===== src/rtl/cla_stream_alu_pkg.sv =====
// Shared encodings and defaults for the chunk-serial carry-look-ahead ALU.
package cla_stream_alu_pkg;

  localparam int DEF_WIDTH = 16;
  localparam int DEF_CHUNK = 4;

  localparam logic [1:0] MODE_ADD = 2'b00;
  localparam logic [1:0] MODE_SUB = 2'b01;
  localparam logic [1:0] MODE_ACC = 2'b10;

  typedef enum logic [2:0] {
    ST_IDLE,
    ST_LOAD_A,
    ST_LOAD_B,
    ST_CALC,
    ST_SEND
  } state_t;

endpackage


===== src/rtl/carry_look_ahead.sv =====
// Full-width adder built from per-bit generate/propagate terms.
module carry_look_ahead
  import cla_stream_alu_pkg::*;
#(
  parameter int WIDTH = DEF_WIDTH
) (
  input  logic [WIDTH-1:0] a,
  input  logic [WIDTH-1:0] b,
  input  logic             y,
  output logic             c,
  output logic [WIDTH-1:0] s
);

  logic [WIDTH-1:0] g;
  logic [WIDTH-1:0] p;
  logic [WIDTH:0]   cy;

  assign g = a & b;
  assign p = a ^ b;

  always_comb begin
    cy    = '0;
    cy[0] = y;
    for (int i = 0; i < WIDTH; i++) begin
      cy[i+1] = g[i] | (p[i] & cy[i]);
    end
  end

  assign s = p ^ cy[WIDTH-1:0];
  assign c = cy[WIDTH];

endmodule


===== src/rtl/cla_stream_alu.sv =====
// Chunk-serial add/sub/accumulate unit: operands stream in LSB-first,
// one full-width CLA computes the result, which streams back LSB-first.
//
//   state     | meaning
//   ST_IDLE   | waiting for first beat; latches mode, writes chunk 0
//   ST_LOAD_A | collecting remaining A chunks
//   ST_LOAD_B | collecting B chunks (one fewer in ACC, chunk 0 came in IDLE)
//   ST_CALC   | one cycle: register sum, acc and carry
//   ST_SEND   | streaming result chunks to the consumer
module cla_stream_alu
  import cla_stream_alu_pkg::*;
#(
  parameter int WIDTH = DEF_WIDTH,
  parameter int CHUNK = DEF_CHUNK
) (
  input  logic             clk,
  input  logic             rst,
  input  logic             in_valid,
  input  logic [CHUNK-1:0] in_data,
  input  logic [1:0]       in_mode,
  output logic             in_ready,
  output logic             out_valid,
  output logic [CHUNK-1:0] out_data,
  output logic             out_last,
  input  logic             out_ready,
  output logic             carry,
  output logic             busy
);

  localparam int NCH = WIDTH / CHUNK;
  localparam int IW  = $clog2(NCH);
  localparam logic [IW-1:0] LAST_IDX = IW'(NCH - 1);

  state_t           state, state_nxt;
  logic [IW-1:0]    idx;
  logic [IW-1:0]    wr_pos;
  logic [1:0]       mode;
  logic [WIDTH-1:0] a_reg, b_reg, result, acc;
  logic [WIDTH-1:0] add_a, add_b, sum;
  logic             sum_c;
  logic             sub_op;
  logic             in_fire, out_fire;

  // idx restarts on every state change, so stages that skipped chunk 0
  // write one position ahead of the counter.
  always_comb begin
    wr_pos = idx;
    if (state == ST_LOAD_A || (state == ST_LOAD_B && mode == MODE_ACC))
      wr_pos = idx + 1'b1;
  end

  assign sub_op = (mode == MODE_SUB);
  assign add_a  = (mode == MODE_ACC) ? acc : a_reg;
  assign add_b  = sub_op ? ~b_reg : b_reg;

  carry_look_ahead #(.WIDTH(WIDTH)) u_cla (
    .a (add_a),
    .b (add_b),
    .y (sub_op),
    .c (sum_c),
    .s (sum)
  );

  always_ff @(posedge clk) begin
    if (rst) state <= ST_IDLE;
    else     state <= state_nxt;
  end

  always_comb begin
    state_nxt = state;
    in_ready  = 1'b0;
    out_valid = 1'b0;
    out_last  = 1'b0;
    out_data  = '0;
    case (state)
      ST_IDLE: begin
        in_ready = 1'b1;
        if (in_valid)
          state_nxt = (in_mode == MODE_ACC) ? ST_LOAD_B : ST_LOAD_A;
      end
      ST_LOAD_A: begin
        in_ready = 1'b1;
        if (in_valid && wr_pos == LAST_IDX) state_nxt = ST_LOAD_B;
      end
      ST_LOAD_B: begin
        in_ready = 1'b1;
        if (in_valid && wr_pos == LAST_IDX) state_nxt = ST_CALC;
      end
      ST_CALC: state_nxt = ST_SEND;
      ST_SEND: begin
        out_valid = 1'b1;
        out_data  = result[idx*CHUNK +: CHUNK];
        out_last  = (idx == LAST_IDX);
        if (out_ready && out_last) state_nxt = ST_IDLE;
      end
      default: state_nxt = ST_IDLE;
    endcase
  end

  assign busy     = (state != ST_IDLE);
  assign in_fire  = in_valid & in_ready;
  assign out_fire = out_valid & out_ready;

  always_ff @(posedge clk) begin
    if (rst) begin
      idx    <= '0;
      mode   <= MODE_ADD;
      a_reg  <= '0;
      b_reg  <= '0;
      result <= '0;
      acc    <= '0;
      carry  <= 1'b0;
    end else begin
      if (state_nxt != state)
        idx <= '0;
      else if (in_fire || out_fire)
        idx <= idx + 1'b1;

      if (state == ST_IDLE && in_fire) begin
        if (in_mode == MODE_SUB || in_mode == MODE_ACC) mode <= in_mode;
        else                                            mode <= MODE_ADD;
      end

      if (in_fire) begin
        if (state == ST_LOAD_A || (state == ST_IDLE && in_mode != MODE_ACC))
          a_reg[wr_pos*CHUNK +: CHUNK] <= in_data;
        else
          b_reg[wr_pos*CHUNK +: CHUNK] <= in_data;
      end

      if (state == ST_CALC) begin
        result <= sum;
        acc    <= sum;
        carry  <= sum_c;
      end
    end
  end

endmodule


===== config.mk =====
export PLATFORM = sky130hd
export DESIGN_NAME = cla_stream_alu
export DESIGN_NICKNAME = d
export VERILOG_FILES = /design/src/rtl/cla_stream_alu_pkg.sv /design/src/rtl/carry_look_ahead.sv /design/src/rtl/cla_stream_alu.sv
export SDC_FILE = /design/constraint.sdc
export NUM_CORES = 1
export LEC_CHECK = 0
export ABC_AREA = 1
export CELL_PAD_IN_SITES_DETAIL_PLACEMENT = 0
export CELL_PAD_IN_SITES_GLOBAL_PLACEMENT = 1
export CORE_MARGIN = 2
export CORE_UTILIZATION = 30
export CTS_BUF_LIST = sky130_fd_sc_hd__clkbuf_4 sky130_fd_sc_hd__clkbuf_8
export DETAILED_ROUTE_END_ITERATION = 8
export GPL_TIMING_DRIVEN = 0
export PLACE_DENSITY = 0.64
export SYNTH_ARGS = -nofsm -noshare
export SYNTH_HDL_FRONTEND = slang
export SYNTH_SLANG_ARGS = --single-unit

===== constraint.sdc =====
create_clock -name clk -period 17.39 [get_ports clk]
set_input_delay 3.478 -clock clk [delete_from_list [all_inputs] [get_ports clk]]
set_output_delay 3.478 -clock clk [all_outputs]
set_load 0.02 [all_outputs]

==> key figures <==
Status
  • Status: finished, final reports clean

Clocking
  • Num CTS Buffers: 5
  • Clk slew on worst S/H paths: 120 ps
  • Clock sink count: 56
  • Resize count post-CTS: 0
  • Root Buffer Master: clkbuf_8
  • Cts hold-fix bufs: 0
  • Setup bufs post-CTS: 0
  • H-tree depth: 2
  • CTS tree: yes
  • Clk buf depth: 2
  • Clk Latency, worst-skew pair: 320 ps

Placement
  • Detailed-placement wirelength estimate: 6.76 mm
  • I/O Buffers: 18
  • DP Worst Slack: 9720 ps
  • Placed Area: around 3700 um^2
  • Placer Congestion: 0.786

Drt
  • Routed Antenna Nets: 0
  • Detailed Route Iter0 Violations: around 110
  • Routed vias: 2815
  • Vias per cell: 4.61
  • Detailed Route WL: 8.53 mm
  • DR DRC count: 0
  • Avg WL per Cell: 14.0 um
  • Drt first pass iters: 4

Pwr
  • P_leak: between 0.0015 and 0.002 uW
  • Pwr per Cell Area: 78.1 nW/um^2
  • Int Power: about 190 uW
  • P_sw: 103 uW
  • Peak supply drop: between 20 and 30 uV
  • Flop pwr share: 47.2%
  • Sw Share: 35.2%
  • Clock share of power: 26.1%
  • Power, Total: 293 uW
  • Logic pwr share: approximately a quarter

Setup path
  • Worst Path Required: 17600 ps
  • Worst path cell trace: inv_1 > nand2_1 > buf_1 > nand2_1 > o21ai_0 > fa_1 > fa_1 > fa_1 > inv_1 > fa_1 > fa_1 > fa_1 > fa_1 > fa_1 > fa_1 > fa_1 > fa_1 > fa_1 > fa_1 > fa_1 > inv_1 > fa_1 > nand2_1 > o21ai_0
  • FF-to-FF setup slack: between 9000 and 10000 ps
  • Crit. End Element: flip-flop
  • Critical Path Source Type: flip-flop
  • CP startpoint: mode[0]$_SDFFE_PP0P_
  • CP Class: reg -> reg
  • Slowest cell on the critical path: fa_1
  • Most frequent CP cell: fa_1
  • Worst endpoint data arrival time: approximately 7800 ps
  • Slowest Stage Delay on Critical Path: 490 ps
  • Crit Path Max Fanout: 10
  • Crit Reg-Reg Startpoint: mode[0]$_SDFFE_PP0P_

Timing
  • Worst-margin pin slew: approximately 540 ps
  • Final worst setup slack: ~9800 ps
  • TNS Setup: 0 ps
  • Final count of pins violating max slew: 0
  • RSZ-0062 raised after global routing: false
  • Max Fclk: 131 MHz
  • Post-layout min period: 7610 ps
  • Final hold vios: 0
  • Max_slew headroom: between 60% and 70%
  • Fin crit share: 43.8%
  • Final setup fails: 0
  • Setup Skew: 16.0 ps

Cells and area
  • Commonest non-fill, non-tap cells in the layout: 99 x nand2_1, 67 x inv_1, 56 x dfxtp_1, 49 x a21oi_1, 45 x o21ai_0
  • # fillers: 1162
  • Area grow syn2layout: 13.5%
  • Leading cell type in the layout, fill and taps excluded: nand2_1
  • Layout cells sized above 1: 10.4%
  • Finished layout cell area: around 3800 um^2
  • Ant. Diodes: 0
  • Nets: 501
  • Final Core Density: 34.8%

Synth
  • Post-synthesis net count: 476
  • Syn Inst Count: 445
  • Register area share after synthesis: approximately a third
  • Mapped Avg Cell Area: 7.44 um^2
  • Seq cells post-synth: 56
  • Synth Flop Type: dfxtp_1
  • Post-synth EDFFs: 0
  • Ys async rst share: 0%
  • Synth warnings: 0
  • Yosys cell types: 33
  • Cell area after synthesis: ~3300 um^2

Die
  • DIE HEIGHT: 109 um
  • Top Ports: 19
  • Die Area: approximately 12000 um^2
  • Die Wd: 109 um
  • Core box area: 10800 um^2
  • Initial Util: 30.7%
  • Row Count: 38

GRT
  • Gr usage total: 15.1%
  • Number of global-route vias before repair: 2720
  • Initial antenna violation count: 0
  • First-pass GRT wire length: ~14 mm
  • Gr ovfl total: 0
  • Largest net degree at the start of global routing: 19

Min path
  • Min-delay worst type: reg -> reg
  • Hold Crit Start: carry$_SDFFE_PP0P_

Flow run
  • Max cap viols: 0
power by group through the flow:
stage / clock (uW) / sequential, uW / combinational [uW]
after global placement: 0 / 142 / 77.9
final: 76.4 / 138 / 78.3
after floorplan: 0 / 140 / 57.9
after detailed placement: 0 / 142 / 78.7
after CTS: 80.5 / 139 / 79.1
after global routing: 84.1 / 139 / 89.4
worst max-delay path, delay by kind of cell, from the launching register on:
kind	cells	cell delay [ps]
buf+inv	4	670
flops	1	390
simple gates	3	330
compound gates	2	200
fa+ha+maj	15	5940
final cells by class:
type                    instances  area [um^2]  share of cell area, %
multi-input cells             302         1830                   48.7
flip-flops and latches         56         1120                   29.8
inverters                      74          278                   7.40
repair buffers                 18          180                   4.80
well taps                     140          175                   4.66
plain buffers                  13         82.6                   2.20
clock buffers                   5         68.8                   1.83
clock inverters                 3         22.5                  0.600
metal layers:
metal	up-vias	global-route usage, %	wire length [um]
li1	1457	-	-
met1	1312	21.4	4250
met2	36	23.6	3840
met3	10	2.27	243
met4	0	4.49	191
met5	-	0	0
kinds of logic (layout without fill, tap and decap cells):
kind of cell	after synthesis	after routing	synth area share [%]
AO/OA/AOI/OAI	109	109	17.2
XOR/XNOR	15	15	3.97
adder cells (fa/ha/maj)	21	21	11.3
buffers and inverters	87	113	10.9
flip-flops	56	56	33.9
AND/OR/NAND/NOR	157	157	22.7
path summary, 6_finish.rpt:
kind,end,cells past startpoint
setup / recovery,acc[15]$_SDFFE_PP0P_,24
hold / removal,carry$_SDFFE_PP0P_,2
setup reg to reg,acc[15]$_SDFFE_PP0P_,24
hold reg to reg,carry$_SDFFE_PP0P_,2
cell usage after synthesis, types with 6 or more instances:
cell	n	share of area, %
o21ai_0	45	6.8
nand2_1	99	11
inv_1	67	7.6
ha_1	6	2.3
fa_1	15	9.1
dfxtp_1	56	34
nand2_2	6	1.1
o22ai_1	8	1.5
inv_2	7	0.79
a21oi_1	49	7.4
nand3_1	23	3.5
xor2_1	11	2.9
nor2_1	10	1.1
metrics by stage:
step | hold WS (ps) | instances
6_report | 486 | 611
3_5_place_dp | 472 | 603
2_1_floorplan | 452 | 445
5_1_grt | 508 | 611
4_1_cts | 490 | 611
3_3_place_gp | 460 | 603
Note: power is estimated with default switching activity, not from simulation.
==> RTL change 1, RTL diff (same settings) <==
The 5 states of `state_t` get a one-hot encoding in 5 bits.
--- a/src/rtl/cla_stream_alu_pkg.sv
+++ b/src/rtl/cla_stream_alu_pkg.sv
@@ -10,8 +10,8 @@
 
-  typedef enum logic [2:0] {
-    ST_IDLE,
-    ST_LOAD_A,
-    ST_LOAD_B,
-    ST_CALC,
-    ST_SEND
+  typedef enum logic [4:0] {
+    ST_IDLE   = 5'b00001,
+    ST_LOAD_A = 5'b00010,
+    ST_LOAD_B = 5'b00100,
+    ST_CALC   = 5'b01000,
+    ST_SEND   = 5'b10000
   } state_t;
Behaviour: same outputs for any inputs over 10 cycles, from zero or initial values and one cycle with rst high; not proved beyond that.
==> RTL change 1 against the unedited design <==
- worst setup slack improved by 350 ps
- global-route usage increased by 0.41 points
- sequential cell count increased by 2
- area after synthesis increased by 3.8%
- power increased by 5.5%
- routed wire length increased by 7.0%
- final area increased by 5.4%
- combinational power decreased by 30%
- largest cell class unchanged
==> RTL change 1: results (changes against the unedited design) <==
Placement
  • Area after DPL: 0.00378 mm2 (+3.3%)
  • Dpl hpwl: 7170 um (+6.1%)

Timing
  • Fin crit share: 41.8% (-2.0 points)
  • Worst slew margin: 52.4% (-11 points)
  • Layout Skew: 11.6 ps (-4.37 ps)

Cells and area
  • Fillcell total: 1189 (+2.3%)
  • Share of layout cells above drive strength 1: 9.76% (-0.64 points)

Synthesis
  • Sequential share of the synthesized area: 33.8% (-0.081 points)
  • Top cells by area, synth: dfxtp_1 (34%), nand2_1 (12%), fa_1 (8.7%)
  • Distinct cells, synth: 32 (-3.0%)

Detailed routing
  • Via Count: 2885 (+2.5%)
  • Avg WL per Cell: 14.1 um (+1.3%)

Power and ir drop
  • VDD IR-drop max: 0.0000291 V (-1.8%)
  • Power Dens Cells: 78.1 mW/mm2 (about the same)
  • Clock Power: 116 uW (+52%)
  • Static leakage: 0.00166 uW (+5.2%)
  • P_sw: 95.4 uW (-7.6%)
  • Sequential Power Share: 44.9% (-2.3 points)

Global routing
  • M3 GR Usage: 3.88% (+1.6 points)
  • Met2 Usage GRT: 23.4% (-0.21 points)
  • Total track usage: 15.5% (+0.41 points)
  • Pin count of the biggest net entering global routing: 12 (-7)

Min path
  • HP Start: a_reg[3]
  • Worst Hold End: a_reg[3]

Critical path
  • Reg2reg start: mode[1]

Clocking
  • Cts bufs inserted: 9 (+4)

Run status
  • Status: finished clean
RTL change 1: changes by cell type after synthesis, moves of 4 or more:
cell and delta:
clkbuf_1 +6, nand2_2 -4, mux2i_1 +7, nand2_1 +7, nor2_1 +38, o22ai_1 -8, nand3_1 -12, nand4_1 +9
o21ai_0 -6, inv_1 -10
RTL change 1: layer usage:
metal | routed length (um) | vias to the layer above
li1 | - | 1542
met1 | 4650 | 1261
met2 | 3870 | 58
met3 | 328 | 24
met4 | 264 | 0
met5 | 0 | -
RTL change 1: worst max path at each step:
stage                 start      end  slack, ps  cells past startpoint
floorplan           mode[1]  acc[15]      10790                     24
global placement    mode[1]  acc[15]      10110                     24
detailed placement  mode[1]  acc[15]      10100                     24
CTS                 mode[1]  acc[15]      10090                     24
global route        mode[1]  acc[15]       9600                     24
finish              mode[1]  acc[15]      10120                     24
RTL change 1: final cells by class:
class                      instances  area (um2)  area share (%)
sequential                        58        1160            29.3
tap                              143         179            4.52
timing repair buffer              17         170            4.30
inverter                          64         241            6.10
clock buffer                      12         159            4.01
buffer                            15        68.8            1.74
clock inverter                     3        15.0           0.379
multi-input combinational        333        1960            49.6
RTL change 1: worst max-delay path, stage by stage (launching register included):
cell      delay (ps)
dfxtp_1          330
inv_1             50
nor2_1           320
inv_1            210
clkbuf_1         260
o21ai_0          290
fa_1             240
fa_1             200
fa_1             160
inv_1             50
fa_1             380
fa_1             400
fa_1             400
fa_1             390
fa_1             400
fa_1             390
fa_1             390
fa_1             410
fa_1             390
fa_1             390
fa_1             380
inv_1             80
fa_1             400
o21ai_0          160
a21oi_1           50
RTL change 1: logic make-up after synthesis:
group	share of synthesized area, %
AOI/OAI and AO/OA	13.9
adders and majority gates	10.6
buffers and inverters	9.03
and+or+nand+nor	26.6
muxes	2.04
xor gates and xnor gates	4.08
DFF	33.8
==> RTL change 2, RTL diff (config.mk and constraints unchanged) <==
Made on the original files. The package constant `DEF_CHUNK` goes from 4 to 2.
--- a/src/rtl/cla_stream_alu_pkg.sv
+++ b/src/rtl/cla_stream_alu_pkg.sv
@@ -4,3 +4,3 @@
   localparam int DEF_WIDTH = 16;
-  localparam int DEF_CHUNK = 4;
+  localparam int DEF_CHUNK = 2;
 
Interface: changed (resized in_data and out_data); port bits go from 19 to 15. The function was not compared with the original's and may differ.
==> RTL change 2 against the unedited design <==
- core utilization increased by 0.98 points
- sequential cell count increased by 1
- die area increased by 2.6%
- sequential power about the same
- final area increased by 4.2%
- area after synthesis increased by 2.7%
- routed wire length increased by 1.7%
- largest power group unchanged
- critical path depth decreased by 1
- critical endpoint unchanged
- worst setup slack improved by 370 ps
- first-iteration DRC count decreased by 8.8%
- power increased by 18%
- non-clock buffer count decreased by 2
==> RTL change 2: results (changes against the unedited design) <==
Critical path
  • R2R Setup Slk: 10140 ps (+370 ps)
  • Reg2reg start: mode[1]
  • CP peak stage delay: 440 ps (-50 ps)

Global routing
  • Total track usage: 15.2% (+0.17 points)
  • Met2 Usage GRT: 24.2% (+0.61 points)
  • GRT met1 Usage: 20.9% (-0.43 points)
  • Pin count of the biggest net entering global routing: 11 (-8)
  • First-pass GRT wire length: 14600 um (+6.0%)
  • Vias in the first global route: 2813 (+3.4%)

Placement
  • I/O Buffers: 14 (-4)
  • Dpl hpwl: 6940 um (+2.6%)
  • Area after DPL: 0.00371 mm2 (+1.3%)
  • Final GP Congestion: 0.773 (-1.7%)

Power and ir drop
  • Total Power: 345 uW (+18%)
  • Sequential Power Share: 40.1% (-7.1 points)
  • Cell-internal power: 234 uW (+23%)
  • VDD IR-drop max: 0.0000353 V (+19%)
  • Share of total power in combinational logic: 23.9% (-2.8 points)

Clocking
  • Clock-pin slew on the worst setup and hold paths: 60 ps (-60 ps)
  • CTS HTree Levels: 3 (+1)
  • Cts bufs inserted: 9 (+4)

Detailed routing
  • Via Count: 2909 (+3.3%)
  • M1 wire length: 4200 um (-1.2%)
  • Met2 WL: 4030 um (+4.9%)
  • DRT iter0 DRCs: 104 (-8.8%)

Cells and area
  • Logic inverters: 64 (-14%)
  • Fraction of area in multi-input gates: 49.5% (+0.80 points)
  • Buffer share of cell area: 5.66% (-1.3 points)
  • Multi-input gates: 329 (+8.9%)
  • Share of layout cells above drive strength 1: 10.1% (-0.28 points)
  • Fillcell total: 1208 (+4.0%)
  • Clock buffers: 12 (+7)
  • Sequential cell area share: 29.2% (-0.68 points)
  • ClkCell Share: 5.08% (+2.7 points)
  • Multi-input logic area: 0.00194 mm2 (+5.9%)

Synthesis
  • Distinct cells, synth: 35 (+6.1%)
  • Most frequent cells after synthesis: nor2_1 (74), nand2_1 (67), inv_1 (59), dfxtp_1 (57), o21ai_0 (46)
  • Post-synthesis xor/xnor area fraction: 4.12% (+0.15 points)
  • Compound-gate portion of the synthesized area: 12.6% (-4.6 points)
  • Post-synthesis register bit count: 57 (+1.8%)
  • Adder-cell share of the synthesized area: 10.7% (-0.66 points)
  • Mapped Nets: 493 (+3.6%)
  • Sequential share of the synthesized area: 33.6% (-0.30 points)

Run status
  • Status: finished clean

Timing
  • Worst-Margin Slew: 598 ps (+53.9 ps)

Floorplanning
  • Core area: 0.0109 mm2 (+1.3%)
RTL change 2: cell count changes in the layout (fill, tap and decap cells not counted), moves of 3 or more:
cell,unedited run,this run
nor2_1,10,74
a21oi_1,49,14
nand2_1,99,67
nand3_1,23,45
inv_1,67,59
clkbuf_8,6,11
inv_2,7,2
clkdlybuf4s50_1,18,14
o21ai_1,2,6
clkinv_1,0,3
nor3_2,1,4
o21ai_2,3,0
RTL change 2: cell families (layout without fill, tap and decap cells):
| kind of cell | count (synthesis) | after routing |
|---|---|---|
| buffers and inverters | 79 | 108 |
| AOI/OAI and AO/OA | 81 | 81 |
| and+or+nand+nor | 212 | 212 |
| adders and majority gates | 20 | 20 |
| xor gates and xnor gates | 16 | 16 |
| DFF | 57 | 57 |
RTL change 2: per-stage QoR:
stage                     setup WS [ps]  std cells
after floorplan                   10840        465
after global placement            10160        619
after detailed placement          10100        619
after CTS                         10060        634
after global routing               9800        634
final                             10140        634
